<file path="src/rtl/rv_constants.sv">
// Shared RISC-V constants: ALU operation codes plus the iterative ALU's
// FSM state and shift-kind enumerations.
package rv_constants;

    localparam logic [4:0] ALU_ADD  = 5'd1;
    localparam logic [4:0] ALU_SUB  = 5'd2;
    localparam logic [4:0] ALU_SLT  = 5'd3;
    localparam logic [4:0] ALU_SLTU = 5'd4;
    localparam logic [4:0] ALU_XOR  = 5'd5;
    localparam logic [4:0] ALU_OR   = 5'd6;
    localparam logic [4:0] ALU_AND  = 5'd7;
    localparam logic [4:0] ALU_SLL  = 5'd8;
    localparam logic [4:0] ALU_SRL  = 5'd9;
    localparam logic [4:0] ALU_SRA  = 5'd10;
    localparam logic [4:0] ALU_SEQ  = 5'd11;

    typedef enum logic [1:0] {
        IDLE  = 2'd0,
        SHIFT = 2'd1,
        DONE  = 2'd2
    } alu_iter_state_t;

    typedef enum logic [1:0] {
        SK_SLL = 2'd0,
        SK_SRL = 2'd1,
        SK_SRA = 2'd2
    } shift_kind_t;

endpackage

</file>
<file path="src/rtl/alu_core.sv">
// Purely combinational single-cycle ALU operations (no shifts); any code it
// does not implement yields a zero result and raises illegal.
module alu_core
    import rv_constants::*;
#(
    parameter int WIDTH = 32
) (
    input  logic [4:0]       alu_function,
    input  logic [WIDTH-1:0] operand_a,
    input  logic [WIDTH-1:0] operand_b,
    output logic [WIDTH-1:0] result,
    output logic             illegal
);

    // Operation select; shift codes fall to default and are handled upstream.
    always_comb begin
        result  = {WIDTH{1'b0}};
        illegal = 1'b0;
        case (alu_function)
            ALU_ADD:  result = operand_a + operand_b;
            ALU_SUB:  result = operand_a - operand_b;
            ALU_SLT:  result = {{(WIDTH-1){1'b0}}, ($signed(operand_a) < $signed(operand_b))};
            ALU_SLTU: result = {{(WIDTH-1){1'b0}}, (operand_a < operand_b)};
            ALU_SEQ:  result = {{(WIDTH-1){1'b0}}, (operand_a == operand_b)};
            ALU_XOR:  result = operand_a ^ operand_b;
            ALU_OR:   result = operand_a | operand_b;
            ALU_AND:  result = operand_a & operand_b;
            default: begin
                result  = {WIDTH{1'b0}};
                illegal = 1'b1;
            end
        endcase
    end

endmodule

</file>
<file path="src/rtl/alu_iterative.sv">
// Execute-stage ALU: single-cycle ops via alu_core, shifts via an iterative
// shifter moving up to SHIFT_STEP bits per cycle, valid/ready on both sides.
module alu_iterative
    import rv_constants::*;
#(
    parameter int WIDTH      = 32,
    parameter int SHIFT_STEP = 1
) (
    input  logic             clock,
    input  logic             reset_n,
    input  logic             in_valid,
    output logic             in_ready,
    input  logic [4:0]       alu_function,
    input  logic [WIDTH-1:0] operand_a,
    input  logic [WIDTH-1:0] operand_b,
    output logic             out_valid,
    input  logic             out_ready,
    output logic [WIDTH-1:0] result,
    output logic             result_zero,
    output logic             illegal
);

    localparam int            SW     = $clog2(WIDTH);
    localparam logic [SW:0]   STEP_K = SHIFT_STEP[SW:0];

    alu_iter_state_t  state_r, state_next_s;
    shift_kind_t      kind_r, kind_s;
    logic [WIDTH-1:0] result_r, core_result_s, shifted_s, load_result_s;
    logic [SW-1:0]    remaining_r, shamt_s;
    logic [SW:0]      k_s;
    logic             result_zero_r, illegal_r, out_valid_r, core_illegal_s;
    logic             is_shift_s, start_shift_s, accept_s, in_ready_s, last_step_s;

    alu_core #(.WIDTH(WIDTH)) u_core (
        .alu_function (alu_function),
        .operand_a    (operand_a),
        .operand_b    (operand_b),
        .result       (core_result_s),
        .illegal      (core_illegal_s)
    );

    // Request decode: shift detection and the value loaded at accept.
    always_comb begin
        is_shift_s = 1'b1;
        kind_s     = SK_SLL;
        shamt_s    = operand_b[SW-1:0];
        case (alu_function)
            ALU_SLL: kind_s = SK_SLL;
            ALU_SRL: kind_s = SK_SRL;
            ALU_SRA: kind_s = SK_SRA;
            default: is_shift_s = 1'b0;
        endcase
        start_shift_s = is_shift_s && (shamt_s != {SW{1'b0}});
        load_result_s = is_shift_s ? operand_a : core_result_s;
    end

    // Handshake: ready depends only on state and out_ready, never in_valid.
    always_comb begin
        in_ready_s = (state_r == IDLE) || ((state_r == DONE) && out_ready);
        accept_s   = in_valid && in_ready_s;
    end

    // One shifter step; SRA keeps replicating the sign bit it started with.
    always_comb begin
        if ({1'b0, remaining_r} < STEP_K) begin
            k_s = {1'b0, remaining_r};
        end else begin
            k_s = STEP_K;
        end
        last_step_s = ({1'b0, remaining_r} == k_s);
        case (kind_r)
            SK_SLL:  shifted_s = result_r << k_s;
            SK_SRL:  shifted_s = result_r >> k_s;
            SK_SRA:  shifted_s = $signed(result_r) >>> k_s;
            default: shifted_s = result_r;
        endcase
    end

    // Next-state logic; DONE with out_ready may accept the next request directly.
    always_comb begin
        state_next_s = state_r;
        case (state_r)
            IDLE: begin
                if (accept_s) begin
                    state_next_s = start_shift_s ? SHIFT : DONE;
                end else begin
                    state_next_s = IDLE;
                end
            end
            SHIFT: begin
                if (last_step_s) begin
                    state_next_s = DONE;
                end else begin
                    state_next_s = SHIFT;
                end
            end
            DONE: begin
                if (accept_s) begin
                    state_next_s = start_shift_s ? SHIFT : DONE;
                end else if (out_ready) begin
                    state_next_s = IDLE;
                end else begin
                    state_next_s = DONE;
                end
            end
            default: state_next_s = IDLE;
        endcase
    end

    // State, result and shift counter registers.
    always_ff @(posedge clock or negedge reset_n) begin
        if (!reset_n) begin
            state_r       <= IDLE;
            kind_r        <= SK_SLL;
            result_r      <= {WIDTH{1'b0}};
            result_zero_r <= 1'b0;
            illegal_r     <= 1'b0;
            out_valid_r   <= 1'b0;
            remaining_r   <= {SW{1'b0}};
        end else begin
            state_r     <= state_next_s;
            out_valid_r <= (state_next_s == DONE);
            if (accept_s) begin
                result_r      <= load_result_s;
                result_zero_r <= (load_result_s == {WIDTH{1'b0}});
                illegal_r     <= is_shift_s ? 1'b0 : core_illegal_s;
                remaining_r   <= start_shift_s ? shamt_s : {SW{1'b0}};
                kind_r        <= kind_s;
            end else if (state_r == SHIFT) begin
                result_r      <= shifted_s;
                result_zero_r <= (shifted_s == {WIDTH{1'b0}});
                remaining_r   <= remaining_r - k_s[SW-1:0];
            end
        end
    end

    assign in_ready    = in_ready_s;
    assign out_valid   = out_valid_r;
    assign result      = result_r;
    assign result_zero = result_zero_r;
    assign illegal     = illegal_r;

endmodule

</file>
<file path="config.mk">
export PLATFORM = sky130hd
export DESIGN_NAME = alu_iterative
export DESIGN_NICKNAME = d
export VERILOG_FILES = /design/src/rtl/rv_constants.sv /design/src/rtl/alu_core.sv /design/src/rtl/alu_iterative.sv
export SDC_FILE = /design/constraint.sdc
export NUM_CORES = 1
export LEC_CHECK = 0
export BUFFER_PORTS_ARGS = -buffer_cell sky130_fd_sc_hd__buf_2
export CELL_PAD_IN_SITES_DETAIL_PLACEMENT = 0
export CELL_PAD_IN_SITES_GLOBAL_PLACEMENT = 1
export CORE_MARGIN = 10
export CORE_UTILIZATION = 30
export DETAILED_ROUTE_END_ITERATION = 16
export HOLD_SLACK_MARGIN = 0.06
export PLACE_DENSITY = 0.66
export SYNTH_ARGS = -nofsm -noshare
export SYNTH_HDL_FRONTEND = slang
export SYNTH_SLANG_ARGS = --single-unit
</file>
<file path="constraint.sdc">
create_clock -name clock -period 3 [get_ports clock]
set_input_delay 0.9 -clock clock [delete_from_list [all_inputs] [get_ports clock]]
set_output_delay 0.9 -clock clock [all_outputs]
set_load 0.005 [all_outputs]
</file>
Word level (Yosys, flattened, before mapping)
Cells that the tools add are included.

Register bits after elaboration: 44. Output and inout port bits: 36. Logic and storage cells: 70. Input bits: 73.

Equal/unequal tests: 18. Multiplexer cells: 21. Shifts and indexed selects: 3. Bitwise logic cells: 3. Add/sub/neg operators: 3. Reductions and logical operators: 12. Order comparisons: 3.

Operators with widths (count): $pmux W32 S8 (1); $mux W32 (3); $pmux W32 S3 (1); $logic_not A32 Y1 (2); $lt A32 B32 Y1 (2); $add A32 B32 Y32 (1); $and A32 B32 Y32 (1); $eq A32 B32 Y1 (1); $or A32 B32 Y32 (1); $shl A32 B6 Y32 (1); $shr A32 B6 Y32 (1); $sshr A32 B6 Y32 (1); $sub A32 B32 Y32 (1); $xor A32 B32 Y32 (1); $eq A5 B3 Y1 const B (4); $eq A5 B4 Y1 const B (4); $mux W5 (4); $eq A5 B2 Y1 const B (2); $mux W2 (5); $reduce_or A8 Y1 (1); $eq A2 B2 Y1 const B (3); $eq A5 B6 Y1 (1); $pmux W2 S3 (1); $eq A5 B1 Y1 const B (1); 11 further kinds (19).

Logic depth before layout (Yosys ltp)
Word-level depth: 8. Gate-level depth with buffers: 16. Mapped depth without buffers: 16.

Modules after synthesis
Synthesis repeated with hierarchy kept, for this count alone.

Cells, all modules: 1240. Area, all modules: 8928.6 sq um.

Modules (own cells, without submodules): alu_core (area an instance 5292.6 sq um, sequential area each 0.0 sq um, cells each 825, instances 1); alu_iterative (area an instance 3636.0 sq um, sequential area each 1101.1 sq um, cells each 415, instances 1).

Worst setup path after synthesis
Ideal clock, no wire load.

Kind: input-to-reg. Start point: in operand_a[0]. End point: reg result_zero_r (netlist: result_zero). Arrival time: 3881 ps. Data required time: 2908 ps. Stages on the path: 16. Setup slack: -973 ps. Path buffers: 0. Setup time: 92 ps. Cells stage by stage: inv_1 ha_1 inv_1 fa_1 nand2b_4 a2111oi_4 o31ai_2 a21oi_1 a2111oi_0 o32ai_1 or4_1 nor4_2 nand4_1 nor4_2 nand4_1 o31ai_2.

Longest elaborated chain between the ends: 5. Elaborated cells between the ends (all ways): 12. Classes of those cells: add/sub (2); order compare (2); eq/ne (1); mux (3); bitwise (3); reduce/logical (1).

Ends and longest elaborated chain: from (decl) (line alu_iterative.sv:14) `input logic [WIDTH-1:0] operand_a,`; $sub A32 B32 Y32 (tied with other cells) (line alu_core.sv:21) `ALU_SUB: result = operand_a - operand_b;`; $pmux W32 S8 (line alu_core.sv:19) `case (alu_function)`; $mux W32 * (line alu_iterative.sv:54) `load_result_s = is_shift_s ? operand_a : core_result_s;`; $logic_not A32 Y1 * (line alu_iterative.sv:125) `result_zero_r <= (load_result_s == {WIDTH{1'b0}});`; $mux W1 * (line alu_iterative.sv:123) `if (accept_s) begin`; to (signal assigned) (line alu_iterative.sv:125); to (signal assigned) (line alu_iterative.sv:131) `result_zero_r <= (shifted_s == {WIDTH{1'b0}});`; to (decl) (line alu_iterative.sv:31) `logic result_zero_r, illegal_r, out_valid_r, core_illegal_s;`.

Every way passes the cells marked *; elsewhere a longest branch is shown, timed or not. A chain may end at the register's enable or synchronous reset.

Worst setup path in the final report
Same ends and word-level chain as after synthesis.

==> results.sh <==
export IMPL_fin_skew_ps=7.503
export IMPL_final_cells=2151
export IMPL_n_fill_cell=2755
export IMPL_leakage_nw=6.805
export IMPL_yosys_area_top_type="ha_1"
export IMPL_wirelength_met1_um=18750
export IMPL_htreeDepth=2
export IMPL_cp_arrival_ps=4140
export IMPL_slowest_stage="fa_2"
export IMPL_crit_chain="buf_12, inv_12, ha_4, inv_2, fa_2, nand2b_4, a2111oi_4, buf_4, o2111ai_4, nand3b_1, buf_6, a21oi_4, o21ai_4, a2111oi_4, nor2b_2, a311o_1, nor4_2, nand4_1, o31ai_2"
export IMPL_gr_usage_all_layers=0.2140
export IMPL_crit_path_max_fanout=3
export IMPL_fin_util=0.5123
export IMPL_synth_edf_count=0
export IMPL_required_ps=3200
export IMPL_grt_overflow=0
export IMPL_ys_warn_count=0
export IMPL_finalPower_mw=4.581
export IMPL_grt_antenna_before_repair=1
export IMPL_cts_buffer_depth=2
export IMPL_ys_flop_type="dfrtp_1"
export IMPL_drc=0
export IMPL_routed_via_density=5.493
export IMPL_drive_gt1_frac=0.4405
export IMPL_grt_pass1_vias=11420
export IMPL_outcome="complete, but fails checks"
export IMPL_syn2layout_area_growth_pct=67.04
export IMPL_synth_area_leaders="ha_1, dfrtp_1, a21oi_1"
export IMPL_via_count=11820
export IMPL_synth_seq_area_share=0.1241
export IMPL_drt_antenna_violating_nets=0
export IMPL_cts_tree="built"
export IMPL_synth_cells=1258
export IMPL_synth_top_area_frac=0.1480
export IMPL_netlist_area_um2=8875
export IMPL_drt_iter0_markers=1148
export IMPL_setup_ws_ps=-942.5
export IMPL_dr_wl_met2_um=18810
export IMPL_slowest_delay_ps=390
export IMPL_hold_violations=0
export IMPL_synth_seq_cells=44
export IMPL_cts_num_sinks=44
export IMPL_fin_area_um2=14820
export IMPL_worst_slew_pin_slew_ps=710.4
export IMPL_failed_checks="setup timing"
export IMPL_first_pass_iters=6
export IMPL_setup_worst_path_class="input pin to register"
export IMPL_path_clk_slew_ps=60
export IMPL_hpwl_um=32740
export IMPL_cts_root_buf="clkbuf_16"
export IMPL_finalCritPeriodShare=1.314
export IMPL_grt_pass1_wl_um=63680
export IMPL_synth_top_cells_by_count="nand2_1, a21oi_1, ha_1, o21ai_0, inv_1"
export IMPL_cp_end_kind="register"
export IMPL_rows=62
export IMPL_dieArea_um2=36860
export IMPL_ios=109
export IMPL_setup_viol=27
export IMPL_routedWlPerCell_um=19.18
export IMPL_final_max_slew_violation_count=0
export IMPL_maxCapViolations=0
export IMPL_final_nets=1945
export IMPL_grt_max_degree=58
export IMPL_cts_buffers=5
export IMPL_place_inst=2116
export IMPL_synth_area_per_cell_um2=7.055
export IMPL_port_buffers=108
export IMPL_rsz0062_at_grt="yes"
export IMPL_async_flop_share=1.000
export IMPL_crit_top_cell="a2111oi_4"
export IMPL_clock_latency_ps=290
export IMPL_regToRegSetupSlack_ps=-180
export IMPL_layout_min_cycle_time_ps=3942
export IMPL_critPathLaunchType="input pin"
export IMPL_gp_congestion=0.9260
export IMPL_met3_wirelength_um=2628
export IMPL_core_area_um2=28940
export IMPL_die_x_um=192.0
export IMPL_yosysMostFrequentCell="nand2_1"
export IMPL_power_density_nw_per_um2=309.0
export IMPL_synth_distinct_cells=90
export IMPL_die_h_um=192.0
export IMPL_start_util=0.3067
export IMPL_syn_nets=1438
export IMPL_placed_area_um2=13390
export IMPL_worst_hold_path_type="input pin to asynchronous set/reset pin"
export IMPL_dr_max_layer_used="met4"
export IMPL_ir_worst_vdd_mv=0.2074
export IMPL_max_freq_mhz=253.6
export IMPL_wl_um=41260
export IMPL_timing_max_slew_rel_slack=0.5264
placed cells by master, fill, tap and decap left out, types with 12 or more instances in the layout:
cell type,netlist,layout
nand2_1,114,113
nor2b_1,17,14
nand4_1,26,26
buf_2,13,102
nor2_1,98,87
ha_1,105,92
nor3_1,29,22
a22oi_1,23,20
a221o_1,16,16
ha_4,0,12
nand2b_1,14,13
a21oi_2,2,21
inv_1,104,94
dfrtp_1,44,43
o21ai_0,105,92
nand3_1,22,17
o221ai_2,0,16
a21oi_1,110,85
buf_6,1,26
mux2i_1,35,35
buf_4,2,447
a21o_1,15,15
a22o_1,30,30
path summary, 6_finish.rpt:
| kind | endpoint | depth (start not counted) | startpoint |
|---|---|---|---|
| hold / removal | out_valid | 1 | reset_n |
| hold reg to reg | kind_r[0] | 2 | kind_r[0] |
| min in group clock | kind_r[0] | 2 | kind_r[0] |
| max in group asynchronous | result[29] | 2 | reset_n |
| setup / recovery | result_zero | 19 | operand_a[0] |
| setup reg to reg | result_zero | 12 | remaining_r[4] |
flip-flops by register name (all words and copies together), names as in the netlist:
| signal | flops |
|---|---|
| result | 32 |
| kind_r | 2 |
| state_r | 2 |
| remaining_r | 5 |
| out_valid | 1 |
| illegal | 1 |
| result_zero | 1 |
area by class of cell:
cell class	count	area (um2)	area share
Antenna cell	1	2.502	0.0001688
Clock buffer	8	146.4	0.009875
Inverter	106	441.7	0.02979
Multi-Input combinational cell	1022	8282	0.5587
Sequential cell	44	1102	0.07436
Tap cell	384	480.5	0.03241
Timing Repair Buffer	586	4369	0.2947
cells by family after synthesis:
| group | count (synthesis) | synth area share |
|---|---|---|
| DFF | 44 | 0.1241 |
| xor gates and xnor gates | 6 | 0.005921 |
| muxes | 40 | 0.04582 |
| adders and majority gates | 107 | 0.1525 |
| buffers and inverters | 192 | 0.08487 |
| AOI/OAI and AO/OA | 480 | 0.3699 |
| and+or+nand+nor | 389 | 0.2168 |
stage by stage:
stage          TNS (ps)  hold slack (ps)  setup slack [ps]
6_report         -10970            543.9            -942.5
4_1_cts          -10790            552.2             -1055
3_3_place_gp     -21900            539.4             -1370
5_1_grt          -13830            568.4             -1153
2_1_floorplan     -4546            493.0            -805.2
3_5_place_dp     -22860            536.8             -1473
critical path: cells and delay by family:
kind | cells | cell delay [ps]
compound gates | 7 | 1440
fa+ha+maj | 2 | 510
simple gates | 5 | 780
buf+inv | 5 | 510
metal layers:
metal,vias to the layer above,GRT usage
met3,60,0.02104
met2,447,0.3421
met4,0,0.05933
met1,5617,0.2988
li1,5691,-
met5,-,0
what timing repair did:
action | in CTS | in global routing
buffers inserted | 30 | 15
setup endpoints to repair | 27 | 27
hold buffers | 0 | 0
resized for setup | 166 | 46
pin swaps | 80 | 54
report_power, final:
| group | switching, mW | leakage [nW] | internal (mW) | total [mW] |
|---|---|---|---|---|
| sequential | 0.186 | 0.569 | 0.691 | 0.876 |
| clock | 0.218 | 0.0712 | 0.332 | 0.550 |
| combinational | 1.61 | 6.16 | 1.55 | 3.15 |
Power figures use the tool's default switching activity.
